### src/rtl/lsq.sv
// lsq: in-order load/store queue between the execute stage and the core data port.
// Latency: an accepted access drives dreqvalid_o the next cycle. A response produces its register write or exception the next cycle.
// Backpressure: exs_ready_o drops while the request register is stalled or the tracker is full.
//   Misaligned accesses also wait for an empty queue.
// Ports: exs_* access from execute, dreq*/drsp* core data port, lsq_reg_* register-file write-back,
//   lsq_excp_* exception report, lsq_empty_o idle flag. clk_en_i qualifies every state change.
module lsq #(
  parameter int C_XLEN    = 32,
  parameter int C_DEPTH_X = 2
) (
  input  logic              clk_i,
  input  logic              clk_en_i,
  input  logic              resetb_i,
  input  logic              exs_valid_i,
  output logic              exs_ready_o,
  input  logic              exs_store_i,
  input  logic [2:0]        exs_funct3_i,
  input  logic [C_XLEN-1:0] exs_addr_i,
  input  logic [C_XLEN-1:0] exs_wdata_i,
  input  logic [4:0]        exs_regd_addr_i,
  input  logic [1:0]        exs_hpl_i,
  input  logic              dreqready_i,
  output logic              dreqvalid_o,
  output logic [1:0]        dreqhpl_o,
  output logic [C_XLEN-1:0] dreqaddr_o,
  output logic              dreqwrite_o,
  output logic [1:0]        dreqsize_o,
  output logic [C_XLEN-1:0] dreqdata_o,
  output logic              drspready_o,
  input  logic              drspvalid_i,
  input  logic              drsprerr_i,
  input  logic              drspwerr_i,
  input  logic [C_XLEN-1:0] drspdata_i,
  output logic              lsq_reg_wr_o,
  output logic [4:0]        lsq_reg_addr_o,
  output logic [C_XLEN-1:0] lsq_reg_data_o,
  output logic              lsq_excp_o,
  output logic [3:0]        lsq_excp_cause_o,
  output logic [C_XLEN-1:0] lsq_excp_addr_o,
  output logic              lsq_empty_o
);
  localparam int DEPTH = 1 << C_DEPTH_X;

  typedef struct packed {
    logic              store;
    logic [2:0]        funct3;
    logic [4:0]        regd;
    logic [C_XLEN-1:0] addr;
  } entry_t;

  entry_t               fifo_q [DEPTH];
  logic [C_DEPTH_X-1:0] wptr_q, rptr_q;
  logic [C_DEPTH_X:0]   count_q, count_d;

  logic              dreqvalid_q, dreqwrite_q;
  logic [1:0]        dreqhpl_q, dreqsize_q;
  logic [C_XLEN-1:0] dreqaddr_q, dreqdata_q;
  logic              reg_wr_q, excp_q;
  logic [4:0]        reg_addr_q;
  logic [C_XLEN-1:0] reg_data_q, excp_addr_q;
  logic [3:0]        excp_cause_q;

  logic              misal, full, acc, acc_misal, push, pop, rsp_err;
  entry_t            head;
  logic [C_XLEN-1:0] st_data, ld_data;
  logic [7:0]        rb;
  logic [15:0]       rh;

  assign head    = fifo_q[rptr_q];
  // Count can only reach DEPTH through its top bit, so that bit is the full flag.
  assign full    = count_q[C_DEPTH_X];
  assign misal   = ((exs_funct3_i[1:0] == 2'd1) && exs_addr_i[0]) ||
                   ((exs_funct3_i[1:0] == 2'd2) && (exs_addr_i[1:0] != 2'b00));

  assign lsq_empty_o = !dreqvalid_q && (count_q == '0);
  assign exs_ready_o = (!dreqvalid_q || dreqready_i) && !full && (!misal || lsq_empty_o);
  assign drspready_o = (count_q != '0);

  assign acc       = clk_en_i && exs_valid_i && exs_ready_o;
  assign acc_misal = acc && misal;
  assign push      = acc && !misal;
  assign pop       = clk_en_i && drspvalid_i && drspready_o;
  assign rsp_err   = head.store ? drspwerr_i : drsprerr_i;
  assign count_d   = count_q + {{C_DEPTH_X{1'b0}}, push} - {{C_DEPTH_X{1'b0}}, pop};

  // Stores replicate the operand across all lanes so the bus can pick any lane.
  always_comb begin
    st_data = exs_wdata_i;
    case (exs_funct3_i[1:0])
      2'd0:    st_data = {4{exs_wdata_i[7:0]}};
      2'd1:    st_data = {2{exs_wdata_i[15:0]}};
      default: st_data = exs_wdata_i;
    endcase
  end

  // Load lane selection from the word-wide response, then sign/zero extension.
  always_comb begin
    rb      = drspdata_i[{head.addr[1:0], 3'b000} +: 8];
    rh      = drspdata_i[{head.addr[1], 4'b0000} +: 16];
    ld_data = drspdata_i;
    case (head.funct3)
      3'b000:  ld_data = {{24{rb[7]}}, rb};
      3'b001:  ld_data = {{16{rh[15]}}, rh};
      3'b100:  ld_data = {24'b0, rb};
      3'b101:  ld_data = {16'b0, rh};
      default: ld_data = drspdata_i;
    endcase
  end

  // Tracker payload needs no reset: only entries between the pointers are ever read.
  always_ff @(posedge clk_i) begin
    if (push) fifo_q[wptr_q] <= {exs_store_i, exs_funct3_i, exs_regd_addr_i, exs_addr_i};
  end

  always_ff @(posedge clk_i or negedge resetb_i) begin
    if (!resetb_i) begin
      wptr_q       <= '0;
      rptr_q       <= '0;
      count_q      <= '0;
      dreqvalid_q  <= 1'b0;
      dreqhpl_q    <= '0;
      dreqaddr_q   <= '0;
      dreqwrite_q  <= 1'b0;
      dreqsize_q   <= '0;
      dreqdata_q   <= '0;
      reg_wr_q     <= 1'b0;
      reg_addr_q   <= '0;
      reg_data_q   <= '0;
      excp_q       <= 1'b0;
      excp_cause_q <= '0;
      excp_addr_q  <= '0;
    end else if (clk_en_i) begin
      if (push) begin
        dreqvalid_q <= 1'b1;
        dreqhpl_q   <= exs_hpl_i;
        dreqaddr_q  <= exs_addr_i;
        dreqwrite_q <= exs_store_i;
        dreqsize_q  <= exs_funct3_i[1:0];
        dreqdata_q  <= st_data;
      end else if (dreqvalid_q && dreqready_i) begin
        dreqvalid_q <= 1'b0;
      end
      if (push) wptr_q <= wptr_q + 1'b1;
      if (pop)  rptr_q <= rptr_q + 1'b1;
      count_q <= count_d;

      reg_wr_q <= pop && !head.store && !rsp_err && (head.regd != 5'd0);
      if (pop && !head.store) begin
        reg_addr_q <= head.regd;
        reg_data_q <= ld_data;
      end
      // A misaligned accept needs an empty queue, so it never coincides with a response.
      excp_q <= acc_misal || (pop && rsp_err);
      if (acc_misal) begin
        excp_cause_q <= exs_store_i ? 4'd6 : 4'd4;
        excp_addr_q  <= exs_addr_i;
      end else if (pop && rsp_err) begin
        excp_cause_q <= head.store ? 4'd7 : 4'd5;
        excp_addr_q  <= head.addr;
      end
    end
  end

  assign dreqvalid_o      = dreqvalid_q;
  assign dreqhpl_o        = dreqhpl_q;
  assign dreqaddr_o       = dreqaddr_q;
  assign dreqwrite_o      = dreqwrite_q;
  assign dreqsize_o       = dreqsize_q;
  assign dreqdata_o       = dreqdata_q;
  assign lsq_reg_wr_o     = reg_wr_q;
  assign lsq_reg_addr_o   = reg_addr_q;
  assign lsq_reg_data_o   = reg_data_q;
  assign lsq_excp_o       = excp_q;
  assign lsq_excp_cause_o = excp_cause_q;
  assign lsq_excp_addr_o  = excp_addr_q;
endmodule

### config.mk
export PLATFORM = sky130hd
export DESIGN_NAME = lsq
export DESIGN_NICKNAME = d
export VERILOG_FILES = /design/src/rtl/lsq.sv
export SDC_FILE = /design/constraint.sdc
export NUM_CORES = 1
export LEC_CHECK = 0
export BUFFER_PORTS_ARGS = -buffer_cell sky130_fd_sc_hd__buf_2
export CORE_MARGIN = 10
export CORE_UTILIZATION = 49
export DETAILED_ROUTE_END_ITERATION = 8
export PLACE_DENSITY_LB_ADDON = 0.2
export SYNTH_ARGS = -nofsm -noshare
export SYNTH_HDL_FRONTEND = slang
export SYNTH_SLANG_ARGS = --single-unit
### constraint.sdc
create_clock -name clk_i -period 2.6 [get_ports clk_i]
set_clock_uncertainty 0.2 [all_clocks]
set_input_delay 0.52 -clock clk_i [delete_from_list [all_inputs] [get_ports clk_i]]
set_output_delay 0.52 -clock clk_i [all_outputs]
set_load 0.02 [all_outputs]
* Word level (Yosys, flattened, before mapping)
Memories as Yosys holds them, arrays and structs flattened.
Index checks and enable logic that the tools add are counted.
** Word-level totals
- Register bits :: 152
- Latch bits :: 0
- Memories kept :: 1
- Memory bits (writable) :: 164
- Output and inout port bits :: 148
- Input bits :: 115
- Memory bits (read-only) :: 0
- Logic and storage cells :: 78
** Operators by class
- Add/sub/neg operators :: 4
- Equality and inequality tests :: 5
- Multiply operators :: 0
- Div/mod/pow operators :: 0
- Bitwise operators :: 0
- Muxes and demuxes :: 13
- Shift-type cells :: 2
- Magnitude comparators :: 0
- Reduce and logical (&&, ||, !) cells :: 38
** Memory list
- fifo_q :: depth 4, bits a word 41, read ports 1, clocked after Yosys merged registers in 0, wr ports 1, RTL line 51 : entry_t fifo_q [DEPTH];
** Operator list (count)
- $pmux 32 s4 :: 1
- $mux 32 :: 2
- $pmux 32 s2 :: 1
- $shiftx 32x6->16 :: 1
- $shiftx 32x6->8 :: 1
- $logic_and 1x1->1 :: 16
- $reduce_and 2->1 :: 5
- $mux 4 :: 2
- $eq 3x3->1 const B :: 2
- $logic_not 3->1 :: 2
- $reduce_bool 2->1 :: 3
- $logic_not 1->1 :: 5
- $mux 1 :: 5
- $reduce_bool 5->1 :: 1
- $add 2x1->2 const B :: 2
- $logic_or 1x1->1 :: 4
- $mux 2 :: 2
- $add 3x1->3 :: 1
- $eq 3x1->1 const B :: 1
- $reduce_bool 3->1 :: 1
- $sub 3x1->3 :: 1
- $eq 2x1->1 const B :: 1
- $eq 2x2->1 const B :: 1
- $logic_not 2->1 :: 1

* Depth between registers and ports, before layout
Gate-level depths: netlist of the first run.
- Depth in word-level cells :: 10
- Mapped depth :: 16

* Worst setup path after synthesis of the first run
OpenSTA, ideal clock, no wires.
- Kind :: input port to flip-flop
- Start :: input exs_funct3_i[1]
- End :: register count_q[2]
- Setup time :: 0.124 ns
- Required time :: 2.276 ns
- Arrival time :: 3.088 ns
- Buffers on the path :: 4
- Stages :: 16
- Setup slack :: -0.812 ns
- Cell sequence :: clkbuf_1 -> xor2_1 -> a21oi_1 -> and3_1 -> clkbuf_1 -> inv_1 -> clkbuf_1 -> buf_2 -> ha_1 -> inv_1 -> ha_1 -> inv_1 -> fa_1 -> xor2_1 -> nand2_1 -> xnor2_1
** Between the ends
- Word-level cells in the longest chain between the ends :: 10
- Elaborated cells between the ends (all ways) :: 12
** RTL lines
- start: declaration :: RTL line 17 : input logic [2:0] exs_funct3_i,
- $eq 2x1->1 or $eq 2x2->1 (tied branches) :: RTL line 72, 73
- $logic_and 1x1->1 (on tied branches) :: RTL line 72, 73
- $logic_or 1x1->1 * :: RTL line 72 : assign misal = ((exs_funct3_i[1:0] == 2'd1) && exs_addr_i[0]) ||
- $logic_not 1->1 * :: RTL line 76, 81
- $logic_or 1x1->1 :: RTL line 76 : assign exs_ready_o = (!dreqvalid_q || dreqready_i) && !full && (!misal || lsq_empty_o);
- $logic_and 1x1->1 :: RTL line 76
- $logic_and 1x1->1 :: RTL line 79 : assign acc = clk_en_i && exs_valid_i && exs_ready_o;
- $logic_and 1x1->1 * :: RTL line 81 : assign push = acc && !misal;
- $add 3x1->3 * :: RTL line 84 : assign count_d = count_q + {{C_DEPTH_X{1'b0}}, push} - {{C_DEPTH_X{1'b0}}, pop};
- $sub 3x1->3 * :: RTL line 84
- end signal: assignment :: RTL line 145 : count_q <= count_d;
- end: declaration :: RTL line 53 : logic [C_DEPTH_X:0] count_q, count_d;
Mark *: on every way between the ends. The rest lies on a longest branch, timed or not.
A chain may end at the register's enable or synchronous reset.

* Final worst setup path of the first run
- Start :: register count_q[1]
- End :: output exs_ready_o
** Between the ends
- Word-level cells in the longest chain between the ends :: 4
** RTL lines
- $logic_not 3->1 :: RTL line 75 : assign lsq_empty_o = !dreqvalid_q && (count_q == '0);
- $logic_and 1x1->1 :: RTL line 75
- $logic_or 1x1->1 :: RTL line 76
- $logic_and 1x1->1 :: RTL line 76
- end: declaration :: RTL line 15 : output logic exs_ready_o,
Every way passes these cells.

==> results of run 1 <==
-- routing by layer --
layer	GRT usage [%]	vias to the layer above	routed length (µm)
met5	0	-	0
met4	4.69	0	490
met3	6.78	31	2900
met2	31.8	297	15900
met1	24.1	4193	13200
li1	-	3965	-
-- synthesized netlist by cell type (5+ instances only) --
library cell and n:
a21oi_1 39, buf_1 5, buf_2 18, clkbuf_1 30, dfrtp_1 151, edfxtp_1 164
ha_1 6, inv_1 8, mux2_2 10, mux2i_1 61, mux4_2 39, nand2_1 238
nor2_1 44, o21ai_0 54, o21ai_1 10, o22ai_1 11, or3_1 8
-- cells by family after synthesis --
group / Yosys count / share of synthesized area [%]
DFF: 315 / 68.0
adders and majority gates: 7 / 0.743
muxes: 113 / 13.0
other: 1 / 0.0293
xor gates and xnor gates: 6 / 0.411
AOI/OAI and AO/OA: 128 / 5.73
buffers and inverters: 66 / 2.32
and+or+nand+nor: 308 / 9.70
-- power by group --
part           switching (µW)  internal (µW)  total (µW)  leakage, µW
sequential                719           6540        7260      0.00329
clock                    1870           2850        4720     0.000545
combinational            3940           2560        6500      0.00298
total                    6530          11900       18500      0.00682
-- worst max-delay path, delay by kind of cell (launching register included) --
kind | cells | cell delay [ns]
flops | 1 | 0.45
buf+inv | 1 | 0.15
simple gates | 3 | 0.69
compound gates | 1 | 0.04
-- cell type report --
type / instances / area share (%)
inverters: 8 / 0.203
clock buffers: 47 / 6.12
clock inverters: 15 / 0.756
diodes: 3 / 0.0467
well taps: 335 / 2.61
repair buffers: 314 / 11.9
flip-flops and latches: 315 / 54.2
multi-input cells: 563 / 24.1
-- sequential cells by signal, indices dropped and copies added, names as in the netlist, 3 cells and up --
register and cells:
fifo_q 164, dreqaddr_o 32, dreqdata_o 32, lsq_excp_addr_o 32, lsq_reg_data_o 32, lsq_reg_addr_o 5, count_q 3, lsq_excp_cause_o 3
-- per-stage QoR --
stage / cell area, µm² / worst slack (ns) / TNS (ns) / hold WS (ns) / power [µW]
2_1_floorplan: 12900 / -0.307 / -0.527 / 0.0244 / 11400
3_3_place_gp: 14900 / -0.0833 / -0.102 / 0.248 / 13700
3_5_place_dp: 14900 / -0.144 / -1.21 / 0.256 / 13900
4_1_cts: 16000 / 0.00403 / 0 / 0.00192 / 18700
5_1_grt: 16100 / 0.00154 / 0 / 0.0256 / 19600
6_report: 16100 / 0.0478 / 0 / 0.0192 / 18500
-- what timing repair did --
item / in CTS / in global routing
hold buffers: 1 / 0
endpoints found under the setup margin: 2 / 11
gates resized for setup: 7 / 3
endpoints found under the hold margin: 48 / 0
setup buffers: 0 / 3
pin swaps: 0 / 1
-- worst min path at each step --
stage | depth (start not counted) | slack (ns) | to | start
6_report | 3 | 0.02 | dreqhpl_o[0] | exs_hpl_i[0]
5_1_grt | 1 | 0.03 | fifo_q[2][32] | exs_regd_addr_i[0]
4_1_cts | 3 | 0.002 | dreqhpl_o[1] | exs_hpl_i[1]
3_5_place_dp | 1 | 0.26 | lsq_excp_cause_o[2] | lsq_excp_cause_o[2]
3_3_place_gp | 1 | 0.25 | lsq_excp_cause_o[2] | lsq_excp_cause_o[2]
2_1_floorplan | 0 | 0.02 | count_q[0] | resetb_i
==> flow_summary.ini, run 1 <==
[sta]
maxSlewHeadroom_pct = 66.5
drv_slew = 0
tightest_slew_ns = 0.503
rsz0062_at_grt = no
max_freq_mhz = 392
setup_viol = 0
period_needed_ns = 2.55
hold_viol_final = 0
fin_crit_sh_pct = 98.2

[final_layout]
utilization_pct = 62.0
layout_commonest_cell = buf_2
multiInputGateArea_um2 = 3870
stdcell_count = 1600
drive_gt1_share_pct = 34.9
syn_to_final_growth_pct = 25.5
seq_area_um2 = 8710
final_cell_mix = buf_2, nand2_1, edfxtp_1
num-fill-cells = 2033
nets = 1359

[yosys]
async_flop_share_pct = 47.9
yosysTopAreaCellShare_pct = 38.5
synth-edff-count = 164
yosysWarnings = 0
yosys.area.top_type = edfxtp_1
syn_area_per_cell_um2 = 13.6
ys_seq_elements = 315
ys_seq_area_share_pct = 68.0
syn_nets = 1066
synth.distinct_cells = 44
syn_area_um2 = 12800
synthTopCellsByArea = edfxtp_1, dfrtp_1, nand2_1
syn_inst = 944
yosys_most_used_dff = edfxtp_1

[setup_path]
reg2reg_depth = 5
rr_endpoint = lsq_reg_data_o[15]
crit_arrival_ns = 1.83
crit_required_ns = 1.88
critPathLaunch = count_q[1]
cpPeakStageDelay_ns = 0.45
crit_path_top_delay_cell = dfrtp_2
rr_startpoint = rptr_q[0]
cp_cell_sequence = or3_4 -> nor2_4 -> a21oi_2 -> nor2_2 -> buf_6
start_kind = flip-flop
worstSetupEndpointType = output pin
crit_end = exs_ready_o
timing_worst_setup_path_type = flip-flop to output pin
rrSetupSlack_ns = 0.12
cp_max_fo = 5

[clock_network]
cts_buffer_depth = 3
cts_root_buffer = clkbuf_16
clock_latency_ns = 0.50
clkSinkCount = 315
cts_buffers = 35
htreeDepth = 2
cts_tree = built
path_clk_slew_ns = 0.06

[route]
wl_per_cell_um = 20.3
via_count = 8486
post-route-drc-count = 0
totalWireLength_um = 32500
drtIter0Drc = 498
first_pass_iters = 4
vias_per_cell = 5.30
drtAntennaViolNets = 0

[grt]
grt_max_degree = 66
grt_use_total_pct = 19.4
grt_pass1_wl_um = 51300
grt_pass1_vias = 9111
antenna_found_initial = 2
overflow = 0

[flow_run]
drv_cap = 0

[status]
status = complete, no violations

[placed_design]
dp_cells = 1531
gp_congestion = 0.822
port_buffers = 261
dp_hpwl_um = 22600

[floorplanning]
start_util_pct = 49.4
die_h_um = 182
dieWidth_um = 182
ios = 263
num_rows = 59
dieArea_um2 = 33000
core-area_um2 = 25900

[power_and_ir_drop]
ir_drop_v = 0.000704
leakagePower_uw = 0.00682
power_density_nw_per_um2 = 1150

[worst_hold_path]
min_path_type = input port to flip-flop
Note: power is estimated with default switching activity, not from simulation.
==> run 2, diff against run 1 <==
--- a/config.mk
+++ b/config.mk
@@ -6,7 +6,6 @@
 export NUM_CORES = 1
 export LEC_CHECK = 0
 export BUFFER_PORTS_ARGS = -buffer_cell sky130_fd_sc_hd__buf_2
-export CORE_MARGIN = 10
 export CORE_UTILIZATION = 49
 export DETAILED_ROUTE_END_ITERATION = 8
 export PLACE_DENSITY_LB_ADDON = 0.2
==> flow_summary.ini, run 2 (synthesis gave the netlist of run 1 again) <==
[status]
status = finished, violations left
failed_checks = setup timing

[sta]
max_freq_mhz = 383
whs_ns = 0.0366
hold_viol_final = 0
period_needed_ns = 2.61
fin_crit_sh_pct = 100
setup_viol = 1
maxSlewHeadroom_pct = 32.8
drv_slew = 0
rsz0062_at_grt = yes
setup_ws_ns = -0.0110
tightest_slew_ns = 1.01

[route]
drtIter0Drc = 704
first_pass_iters = 5
drtAntennaViolNets = 0
vias_per_cell = 5.33
wl_per_cell_um = 18.7
totalWireLength_um = 29800
post-route-drc-count = 0
via_count = 8482

[power_and_ir_drop]
leakagePower_uw = 0.00679
ir_drop_v = 0.000722
power_density_nw_per_um2 = 1150
internal_power_uw = 11900
sw_frac_of_total_pct = 35.4
combPwrFrac_pct = 34.8
p_switching_uw = 6520
power_frac_clock_pct = 25.8
seq_power_share_pct = 39.4

[floorplanning]
start_util_pct = 50.4
dieWidth_um = 164
num_rows = 58
dieArea_um2 = 26800
core-area_um2 = 25400
die_h_um = 164
ios = 263

[setup_path]
worstSetupEndpointType = output pin
crit_path_top_delay_cell = dfrtp_1
path_common_cell = buf_4
cp_max_fo = 4
cp_cell_sequence = buf_4 -> or3_4 -> nor2_4 -> a21oi_1 -> nor2_1 -> buf_4
timing_worst_setup_path_type = flip-flop to output pin
crit_arrival_ns = 1.89
crit_required_ns = 1.88
cpPeakStageDelay_ns = 0.39
start_kind = flip-flop

[final_layout]
drive_gt1_share_pct = 34.6
num-fill-cells = 1960
syn_to_final_growth_pct = 25.1
final_cell_mix = buf_2, nand2_1, edfxtp_1
layout_commonest_cell = buf_2
nets = 1356
utilization_pct = 63.0
largest_reg_flops = 164
stdcell_count = 1591
regMostFlops = fifo_q

[clock_network]
cts_buffers = 34
cts_buffer_depth = 3
path_clk_slew_ns = 0.06
clock_latency_ns = 0.50
htreeDepth = 2
cts_tree = built
clkSinkCount = 315
cts_root_buffer = clkbuf_16

[placed_design]
post-place-ws_ns = -0.127
dp_cells = 1524
gp_congestion = 0.811
port_buffers = 261
dp_hpwl_um = 19700

[grt]
grt_max_degree = 95
overflow = 0
grt_use_total_pct = 22.9
grt_pass1_vias = 8644
antenna_found_initial = 1
grt_pass1_wl_um = 46900

[flow_run]
drv_cap = 0

[worst_hold_path]
min_path_type = input port to flip-flop
## run 2: cell count changes in the layout (fill, tap and decap cells not counted), sizes merged
cell / previous run / this run
buf: 313 / 309
clkbuf: 47 / 45
clkinv: 13 / 11
clkinvlp: 0 / 4
diode: 3 / 1
dlygate4sd3: 1 / 3
## run 2: what timing repair did
action | CTS | global route
endpoints found under the hold margin | 45 | 0
setup endpoints to repair | 17 | 2
setup buffers | 0 | 1
resized for setup | 3 | 3
hold buffers | 3 | 0
pin swaps | 0 | 1
## run 2: path summary, 6_finish.rpt
| path | start | end | slack, ns | cells after the start |
|---|---|---|---|---|
| setup / recovery | count_q[1] | exs_ready_o | -0.01 | 6 |
| hold / removal | exs_regd_addr_i[0] | fifo_q[1][32] | 0.04 | 1 |
| setup reg to reg | rptr_q[0] | lsq_reg_data_o[15] | 0.08 | 5 |
| hold reg to reg | dreqaddr_o[17] | dreqaddr_o[17] | 0.27 | 2 |
| max in group asynchronous | resetb_i | lsq_reg_data_o[23] | 1.16 | 3 |
| min in group asynchronous | resetb_i | lsq_excp_addr_o[28] | 0.32 | 2 |
## run 2: through the flow
stage                     power, µW  area (µm²)  setup TNS [ns]
after global placement        13600       14800           -1.26
final                         18400       16000         -0.0110
after detailed placement      13800       14800           -6.39
after global routing          19500       16000         -0.0985
after floorplan               11400       12900          -0.527
after CTS                     18600       16000               0
## run 2: final cells by class
type | count | area, µm² | area share [%]
inverters | 8 | 32.5 | 0.203
well taps | 330 | 413 | 2.58
clock inverters | 17 | 145 | 0.907
diodes | 1 | 2.50 | 0.0156
multi-input cells | 563 | 3870 | 24.2
clock buffers | 45 | 966 | 6.03
flip-flops and latches | 315 | 8710 | 54.4
repair buffers | 312 | 1870 | 11.7
## run 2: power by group through the flow
stage	clock network, µW	logic [µW]	registers (µW)
after floorplan	0	2880	8550
after global placement	0	6340	7290
after detailed placement	0	6440	7320
after CTS	4850	6470	7260
after global routing	5060	7010	7410
final	4750	6410	7260
## run 2: routing by layer
| metal | share of wire (%) | GRT usage [%] |
|---|---|---|
| met1 | 44 | 32.0 |
| met2 | 47 | 36.1 |
| met3 | 6.9 | 5.28 |
| met4 | 1.6 | 6.10 |
| met5 | 0 | 0 |
## run 2: worst max-delay path, delay by kind of cell (launching register included)
family                 cells  cell delay [ns]
AND/OR/NAND/NOR            3             0.62
flip-flops                 1             0.39
buffers and inverters      2             0.31
AO/OA/AOI/OAI              1             0.06
==> run 3, diff against run 2 <==
==> constraint.sdc (replaced) <==
create_clock -name clk_i -period 2.27 [get_ports clk_i]
set_clock_uncertainty 0.2 [all_clocks]
set_input_delay 0.454 -clock clk_i [delete_from_list [all_inputs] [get_ports clk_i]]
set_output_delay 0.454 -clock clk_i [all_outputs]
set_load 0.02 [all_outputs]
==> flow_summary.ini, run 3 (synthesis gave the netlist of run 1 again) <==
[setup_path]
start_kind = flip-flop
crit_arrival_ns = 2.76
rr_startpoint = rptr_q[0]
timing_worst_setup_path_type = flip-flop to flip-flop
rr_endpoint = lsq_reg_data_o[15]
reg2reg_depth = 6
crit_required_ns = 2.49
cp_max_fo = 5
rrSetupSlack_ns = -0.27
worstSetupEndpointType = flip-flop

[route]
met1_length_um = 13800
post-route-drc-count = 0
highest_layer = met4
dr_wl_met3_um = 2230
via_count = 8981
drtIter0Drc = 681
totalWireLength_um = 32300
drtAntennaViolNets = 0
wl_per_cell_um = 19.2
vias_per_cell = 5.33
first_pass_iters = 5
dr_wl_met2_um = 15700

[final_layout]
largest_reg_flops = 164
utilization_pct = 68.7
syn_to_final_growth_pct = 36.5
regMostFlops = fifo_q
drive_gt1_share_pct = 40.1
antennaDiodeCount = 0
final_cell_mix = buf_2, nand2_1, edfxtp_1
nets = 1450
layout_commonest_cell = buf_2

[placed_design]
post-place-ws_ns = -0.391
port_buffers = 261
gp_congestion = 0.808
dp_hpwl_um = 20200

[floorplanning]
dieWidth_um = 164
die_h_um = 164
dieArea_um2 = 26800
start_util_pct = 50.4
ios = 263
core-area_um2 = 25400
num_rows = 58

[sta]
rsz0062_at_grt = yes
maxSlewHeadroom_pct = 55.2
hold_viol_final = 0
period_needed_ns = 2.54
drv_slew = 0
tightest_slew_ns = 0.672
whs_ns = 0.0121
setup_ws_ns = -0.274
fin_crit_sh_pct = 112
setup_viol = 72
max_freq_mhz = 393

[grt]
grt_pass1_vias = 8900
grt_use_total_pct = 24.1
antenna_found_initial = 0
grt_pass1_wl_um = 48700
overflow = 0
grt_max_degree = 95

[clock_network]
clock_latency_ns = 0.51
clkSinkCount = 315
cts_root_buffer = clkbuf_16
cts_buffers = 35
cts_buffer_depth = 3
path_clk_slew_ns = 0.06
htreeDepth = 2
cts_tree = built

[worst_hold_path]
hp-start = drspdata_i[31]
min_path_cells = 3
min_path_type = input port to flip-flop
min_to = lsq_reg_data_o[31]

[power_and_ir_drop]
ir_drop_v = 0.000951
leakagePower_uw = 0.00742
power_density_nw_per_um2 = 1310

[status]
status = finished, violations left
failed_checks = setup timing

[flow_run]
drv_cap = 0
run 3: final cells by class:
type	count	area (µm²)
Clock buffer	51	1060
Clock inverter	12	145
Fill cell	1749	7940
Inverter	8	35.0
Multi-Input combinational cell	563	4170
Sequential cell	315	8710
Tap cell	330	413
Timing Repair Buffer	405	2930
run 3: worst max path at each step:
stage	start	end	slack, ns
global route	count_q[0]	exs_ready_o	-0.31
CTS	count_q[0]	exs_ready_o	-0.28
global placement	exs_funct3_i[0]	count_q[2]	-0.35
detailed placement	exs_funct3_i[0]	count_q[2]	-0.39
floorplan	exs_funct3_i[1]	count_q[2]	-0.57
finish	rptr_q[0]	lsq_reg_data_o[15]	-0.27
run 3: critical path, cell delays in order (launching register included):
cell,delay (ns)
dfrtp_4,0.52
buf_6,0.13
mux4_2,0.48
mux2i_2,0.21
mux2_4,0.30
o311a_4,0.35
a221oi_2,0.26
run 3: through the flow:
step                power, µW  TNS, ns  instances  instance area (µm²)
floorplan               13100   -25.16        944                12900
global placement        15800   -38.77       1545                15100
detailed placement      15900   -48.30       1545                15100
CTS                     22400    -5.10       1673                17200
global route            24100   -14.06       1684                17500
finish                  22900   -10.13       1684                17500
run 3: per-layer routing:
layer,global-route usage (%),vias to the layer above
met5,0,-
met4,6.73,0
met3,5.43,51
met2,38.8,347
met1,33.0,4446
li1,-,4137
run 3: power breakdown:
| group | leakage [µW] | internal, µW | switching [µW] |
|---|---|---|---|
| registers | 0.00329 | 7480 | 798 |
| logic | 0.00354 | 3820 | 4960 |
| clock network | 0.000591 | 3600 | 2230 |
| total | 0.00742 | 14900 | 7980 |
run 3: what timing repair did:
item	4_1_cts	5_1_grt
setup buffers	24	18
resized for setup	71	68
hold buffers	38	0
hold endpoints to repair	114	0
pin swaps	19	30
gates cloned	4	0
setup endpoints to repair	71	168
